**src/rtl/encoder4to2_rr.sv**
```systemverilog
// encoder4to2_rr: sequential 4-to-2 encoder.
// One-hot request pulses collect in a pending register. One 2-bit code per
// pending bit is issued over a valid/ready handshake. Arbitration is
// round-robin (RR_EN=1) or fixed lowest-index-first (RR_EN=0).
module encoder4to2_rr #(
  parameter bit         RR_EN      = 1'b1,
  parameter logic [1:0] RESET_LAST = 2'd3
) (
  input  logic       clk,
  input  logic       rst,
  input  logic [3:0] req,
  input  logic       ready_i,
  output logic [1:0] code_o,
  output logic       valid_o,
  output logic [3:0] pend_o,
  output logic       multi_o,
  output logic       drop_o
);

  typedef enum logic {IDLE = 1'b0, BUSY = 1'b1} state_t;

  state_t     state;
  logic [3:0] pend;
  logic [1:0] last;

  logic       fire;
  logic [3:0] clr;
  logic [3:0] next_pend;
  logic [1:0] last_eff;
  logic [1:0] sel;

  // Round-robin pick: scan last+4 (== last) down to last+1 so the
  // highest-priority candidate (last+1) is the final overwrite.
  function automatic logic [1:0] rr_pick(input logic [3:0] p, input logic [1:0] l);
    logic [1:0] idx;
    rr_pick = 2'd0;
    for (int i = 4; i >= 1; i--) begin
      idx = l + 2'(i);
      if (p[idx]) rr_pick = idx;
    end
  endfunction

  // Fixed priority pick: lowest set index wins.
  function automatic logic [1:0] fp_pick(input logic [3:0] p);
    fp_pick = 2'd0;
    for (int i = 3; i >= 0; i--) begin
      if (p[i]) fp_pick = 2'(i);
    end
  endfunction

  // Handshake, clear mask, merged pending set and next arbitration result.
  // After a fire the pointer used is the code that just fired.
  always_comb begin
    fire      = valid_o & ready_i;
    clr       = fire ? (4'b0001 << code_o) : 4'b0000;
    next_pend = (pend & ~clr) | req;
    last_eff  = fire ? code_o : last;
    sel       = RR_EN ? rr_pick(next_pend, last_eff) : fp_pick(next_pend);
  end

  // Pending register, drop pulse and the IDLE/BUSY handshake FSM.
  always_ff @(posedge clk or posedge rst) begin
    if (rst) begin
      state   <= IDLE;
      pend    <= 4'b0000;
      last    <= RESET_LAST;
      code_o  <= 2'd0;
      valid_o <= 1'b0;
      drop_o  <= 1'b0;
    end else begin
      pend   <= next_pend;
      // A request into a bit that stays pending merges and is flagged.
      drop_o <= |(req & pend & ~clr);
      case (state)
        IDLE: begin
          if (next_pend != 4'b0000) begin
            code_o  <= sel;
            valid_o <= 1'b1;
            state   <= BUSY;
          end
        end
        BUSY: begin
          if (fire) begin
            last <= code_o;
            if (next_pend != 4'b0000) begin
              // back-to-back issue, no bubble
              code_o <= sel;
            end else begin
              code_o  <= 2'd0;
              valid_o <= 1'b0;
              state   <= IDLE;
            end
          end
        end
        default: state <= IDLE;
      endcase
    end
  end

  // Status decoded purely from the pending register.
  always_comb begin
    pend_o  = pend;
    multi_o = ($countones(pend) >= 2);
  end

endmodule

```
**config.mk**
```make
export PLATFORM = sky130hd
export DESIGN_NAME = encoder4to2_rr
export DESIGN_NICKNAME = d
export VERILOG_FILES = /design/src/rtl/encoder4to2_rr.sv
export SDC_FILE = /design/constraint.sdc
export NUM_CORES = 1
export LEC_CHECK = 0
export BUFFER_PORTS_ARGS = -buffer_cell sky130_fd_sc_hd__buf_2
export CORE_AREA = 2 2 39 41
export CTS_CLUSTER_SIZE = 28
export DETAILED_ROUTE_END_ITERATION = 16
export DIE_AREA = 0 0 41 43
export GPL_ROUTABILITY_DRIVEN = 0
export PLACE_DENSITY = 0.75
export SLEW_MARGIN = 20
export SYNTH_ARGS = -nofsm -noshare
export SYNTH_HDL_FRONTEND = slang
export SYNTH_SLANG_ARGS = --single-unit
```
**constraint.sdc**
```tcl
create_clock -name clk -period 3.9 [get_ports clk]
set_input_delay 0.195 -clock clk [delete_from_list [all_inputs] [get_ports clk]]
set_output_delay 0.195 -clock clk [all_outputs]
set_load 0.01 [all_outputs]
```
; Yosys cells after proc, flatten, opt, wreduce, memory -nomap -nowiden
; Cells that the tools add are included.
[word_totals]
word_cells = 57
output_inout_bits = 9
regBits = 11
in_bits = 7
[classes]
n_addsub = 6
n_eq_ne = 3
shift = 1
n_reduce_logical = 4
n_mux = 25
bitwise = 7
order_cmp = 5
[ops]
columns = operator, count
row1 = 2-to-1 mux 2 bit, 8
row2 = AND 4 bit, 3
row3 = less-than comparator 2 x 3 -> 1 bit (second input constant), 4
row4 = 2-to-1 mux 1 bit, 9
row5 = binary-select mux 1 bit (select 2 bit), 4
row6 = adder 1 x 1 -> 2 bit, 2
row7 = adder 2 bit (second input constant), 2
row8 = 2-to-1 mux 4 bit, 1
row9 = inequality test 2 bit (second input constant), 2
row10 = NOT 4 bit, 1
row11 = bitwise OR 4 bit, 1
row12 = case mux 1 bit (2 select lines), 2
row13 = case mux 2 bit (2 select lines), 1
row14 = nonzero test 4 bit, 1
row15 = OR reduction 4 bit, 1
row16 = left shift 1 x 2 -> 4 bit (first input constant), 1
row17 = adder 2 x 2 -> 3 bit, 1
row18 = greater-or-equal comparator 3 x 2 -> 1 bit (second input constant), 1
row19 = AND reduction 3 bit, 1
row20 = adder 2 x 1 -> 2 bit (second input constant), 1
row21 = inequality test 2 x 1 -> 1 bit (second input constant), 1
row22 = AND reduction 2 bit, 1
row23 = AND 1 bit, 1
row24 = NOT 1 bit, 1

; Longest topological paths before layout
[depth]
depth_word = 14
ltp_mapped = 5
depth_no_buf = 5

; Least setup slack after synthesis
; No wires, ideal clock.
[synth_path]
path_type = flip-flop to flip-flop
start = register code_o[0]
end = register code_o[1]
path_buffers = 0
period_less_slack_ns = 1.659
stages_incl_launch_ff = 6
required_time_ns = 3.778
arrival_ns = 1.538
path_slack_ns = 2.241
setup_ns = 0.122
cell_sequence = dfrtp_1 > nand4bb_1 > a21oi_1 > or4_1 > and3_1 > a32o_1
[synth_via]
elab_chain_len = 14
elab_cells_between_ends = 28
cone_classes = 3 x add/sub / 1 x eq/ne / 1 x shift / 18 x mux / 3 x bitwise / 2 x reduce/logical
[synth_rtl]
columns = element, line
row1 = start: declaration, 13  ; output logic [1:0] code_o,
row2 = start signal: assignment, 77  ; code_o <= sel;
row3 = start signal: assignment, 87  ; code_o <= sel;
row4 = left shift 1 x 2 -> 4 bit, 55  ; clr = fire ? (4'b0001 << code_o) : 4'b0000;
row5 = 2-to-1 mux 4 bit, 55
row6 = NOT 4 bit, 56  ; next_pend = (pend & ~clr) | req;
row7 = AND 4 bit, 56
row8 = bitwise OR 4 bit, 56
row9 = binary-select mux 1 bit (select 2 bit), 39  ; if (p[idx]) rr_pick = idx;
row10 = 2-to-1 mux 1 bit (not written as such), 39
row11 = 2-to-1 mux 2 bit (4 in series), 39
row12 = 2-to-1 mux 2 bit, 85  ; if (next_pend != 4'b0000) begin
row13 = 2-to-1 mux 2 bit, 83  ; if (fire) begin
row14 = case mux 2 bit (2 select lines), 74  ; case (state)
; Several ways; a longest one is shown, not always the timed one. The select of a mux whose other input is x is not followed.
; A chain may end at the register's enable or synchronous reset.

; Worst setup path in the final report
[layout_path]
start = register valid_o
end = register code_o[1]
[layout_via]
elab_chain_len = 14
elab_cells_between_ends = 29
cone_classes = 3 x add/sub / 2 x eq/ne / 18 x mux / 4 x bitwise / 2 x reduce/logical
[layout_rtl]
columns = element, line
row1 = start: declaration, 14  ; output logic valid_o,
row2 = start signal: assignment, 68  ; valid_o <= 1'b0;
row3 = start signal: assignment, 78  ; valid_o <= 1'b1;
row4 = start signal: assignment, 90  ; valid_o <= 1'b0;
row5 = AND 1 bit *, 54  ; fire = valid_o & ready_i;
row6 = 2-to-1 mux 4 bit, 55
row7 = NOT 4 bit, 56
row8 = AND 4 bit, 56
row9 = bitwise OR 4 bit, 56
row10 = binary-select mux 1 bit (select 2 bit), 39
row11 = 2-to-1 mux 1 bit (not written as such), 39
row12 = 2-to-1 mux 2 bit (4 in series), 39
row13 = 2-to-1 mux 2 bit, 85
row14 = 2-to-1 mux 2 bit, 83
row15 = case mux 2 bit (2 select lines), 74
; Mark *: on every way between the ends. The rest lies on a longest branch, timed or not. The select of a mux whose other input is x is not followed.

==> run summary <==
post-CTS setup buffers = 0
clock buffer count from CTS = 3
internal power = 0.000272 W
Hold Path Class = input pin to flip-flop
clock buffer depth = 2
Iter 0 DRT Violations = 19
status = completed
Tmin final = 1850 ps
Cell variety after synth = 27
Place WS = 2120 ps
PostCTS Resize Cnt = 0
Achievable Freq = 0.539 GHz
CTS HTree Levels = 1
Worst Reg-to-Reg Cells = 5
Final Cell Area = 758 sq um
synthesized instance count = 69
Yosys reg bits = 11
Cell Area, Synth = 631 sq um
worst rel slew slack = 0.721
register share of total power = 0.433
part of the cycle the worst path needs = 0.475
RSZ-0062 raised after global routing = no
GRT overflow = 0
post-synth top area share = 0.357
Worst setup startpoint = valid_o
Leak = 0.346 nW
Final Worst Setup Slack = 2050 ps
Yosys warning total = 0
actual slew at the worst max-slew pin = 408 ps
r2r endpoint = code_o[1]
DRT Pass-1 Iters = 4
WL/cell = 14.1 microns
power per standard cell area = 587 nW/um^2
layout net count = 97
grt met2 use = 0.309
starting density of the core = 0.456
grt met1 use = 0.244
hold endpoint = pend_o[3]
Worst Hold Depth = 3
hpwl dp = 1080 microns
Layout area overhead = 20.2%
clock share of power = 0.178
number of diodes = 0
worst r2r src = valid_o
Global Route Usage Sum = 0.202
row count = 14
vias in the first global route = 555
# DRC = 0
combinational fraction of design power = 0.389
die width = 41 microns
number of slew-limit violations in the final report = 0
NetSw = 0.000173 W
endpoint class of the critical path = flip-flop
Die ar. = 1760 sq um
Worst-path clk slew = 70 ps
number of setup violations in the final report = 0
Worst Path Arrival = 2010 ps
crit path max-delay cell type = dfrtp_1
Root Driver = clkbuf_4
initial antenna violation count = 0
Net Count, Synth = 77
Final Skew = 4.70 ps
final WL = 1470 microns
TritonCTS clock tree = done
IO Port Bufs = 15
crit path launch type = flip-flop
largest net degree at the start of global routing = 12
Crit path largest cell delay = 470 ps
Die H = 43 microns
Vias/cell = 5.85
CP Cell Sequence = nand2_1 > mux2i_2 > nor3b_1 > o21ai_0 > a32o_1
placed cell areas = 722 sq um
EDFF count, synth = 0
switch share = 0.388
total number of vias = 608
main flop type after synthesis = dfrtp_1
setup TNS = 0 ps
peak supply drop = 0.237 mV
flop-to-flop setup slack = 2050 ps
worst-case hold slack = 193 ps
area leader, netlist = dfrtp_1
Syn Area/Cell = 9.14 sq um
core box area = 1380 sq um
critical path required time = 4060 ps
Routed Antenna Nets = 0
Async SR Flop Fraction = 1.00
Synth area leaders = dfrtp_1 36%, dfstp_2 8.3%, a21oi_1 7.9%
most congested layer reported by global routing = met2
max_cap viols = 0
Hold Fails Final Rpt = 0
# IOs = 16
Clock Sinks = 11
insertion delay to the later sink of the worst-skew pair = 270 ps
WS Path Type = flip-flop to flip-flop
hold wc startpoint = req[3]
crit path max fanout = 9
global-route wire length before repair = 2360 microns
M3 GR Usage = 0.0314
Seq/Total Area, Yosys = 0.440
share of cells above drive strength 1 = 0.250
Overall Power = 0.000445 W
-- power by group through the flow --
stage | Clock [W] | Sequential [W] | Combinational [W]
floorplan | 0 | 0.000196 | 0.000112
global placement | 0 | 0.000192 | 0.000170
detailed placement | 0 | 0.000194 | 0.000172
CTS | 0.0000822 | 0.000191 | 0.000173
global route | 0.0000857 | 0.000198 | 0.000197
finish | 0.0000791 | 0.000193 | 0.000173
-- metal layers --
metal  share of wire  wire (microns)
met1            0.44             643
met2            0.48             702
met3           0.048              71
met4           0.036              53
met5               0               0
-- how the worst max path moves through the flow --
| stage | depth (start not counted) | to | slack [ps] |
|---|---|---|---|
| 6_report | 5 | code_o[1] | 2050 |
| 2_1_floorplan | 5 | code_o[1] | 2240 |
| 5_1_grt | 5 | code_o[1] | 1950 |
| 3_5_place_dp | 5 | code_o[1] | 2120 |
| 3_3_place_gp | 5 | code_o[1] | 2110 |
| 4_1_cts | 5 | code_o[1] | 2100 |
-- logic make-up (layout without fill, tap and decap cells) --
family | after synthesis | count (layout) | share of synthesized area
simple gates | 20 | 20 | 0.185
fa+ha+maj | 1 | 1 | 0.0317
compound gates | 25 | 25 | 0.256
flops | 11 | 11 | 0.440
buf+inv | 11 | 30 | 0.0655
mux | 1 | 1 | 0.0218
-- synthesized netlist by cell type, types with 2 or more instances --
cell type,instances
nor2_1,4
a32oi_1,2
dfrtp_1,9
inv_1,10
dfstp_2,2
a32o_1,2
a21oi_1,10
and3_1,3
o22ai_1,2
o21ai_0,3
nand4_1,2
nand2_1,4
nand4b_1,2
-- critical path: cells and delay by family (launching register included) --
| kind | cells | cell delay (ps) |
|---|---|---|
| flops | 1 | 470 |
| compound gates | 2 | 380 |
| mux | 1 | 440 |
| simple gates | 2 | 460 |
-- final cells by class --
class | instances | area (sq um)
well taps | 16 | 20.0
multi-input cells | 47 | 312
clock buffers | 4 | 26.3
inverters | 10 | 37.5
flip-flops and latches | 11 | 278
repair buffers | 16 | 85.1
fillers | 128 | 626
-- cells in the final DEF (no fill, tap or decap), drive strengths merged, types with 2 or more instances in the layout --
cell type	count
a32o	2
o22ai	2
dfstp	2
nand2	4
o21ai	4
dfrtp	9
nand4	2
nor2	4
buf	15
nand4b	2
and3	3
a32oi	2
clkbuf	4
inv	10
a21oi	11
-- through the flow --
step                      instances  utilization
final                           104        0.548
after global routing            104        0.548
after CTS                       104        0.548
after detailed placement         99        0.522
after global placement           99        0.522
after floorplan                  69            -
-- registers in the layout, summed over array words and instances, names as in the netlist --
register	count
code_o	2
drop_o	1
last	2
pend_o	4
state	1
valid_o	1
-- what timing repair did --
item | CTS | global route
endpoints found under the setup margin | 0 | 0
hold buffers | 1 | 0
hold endpoints to repair | 9 | 0
Power figures use the tool's default switching activity.
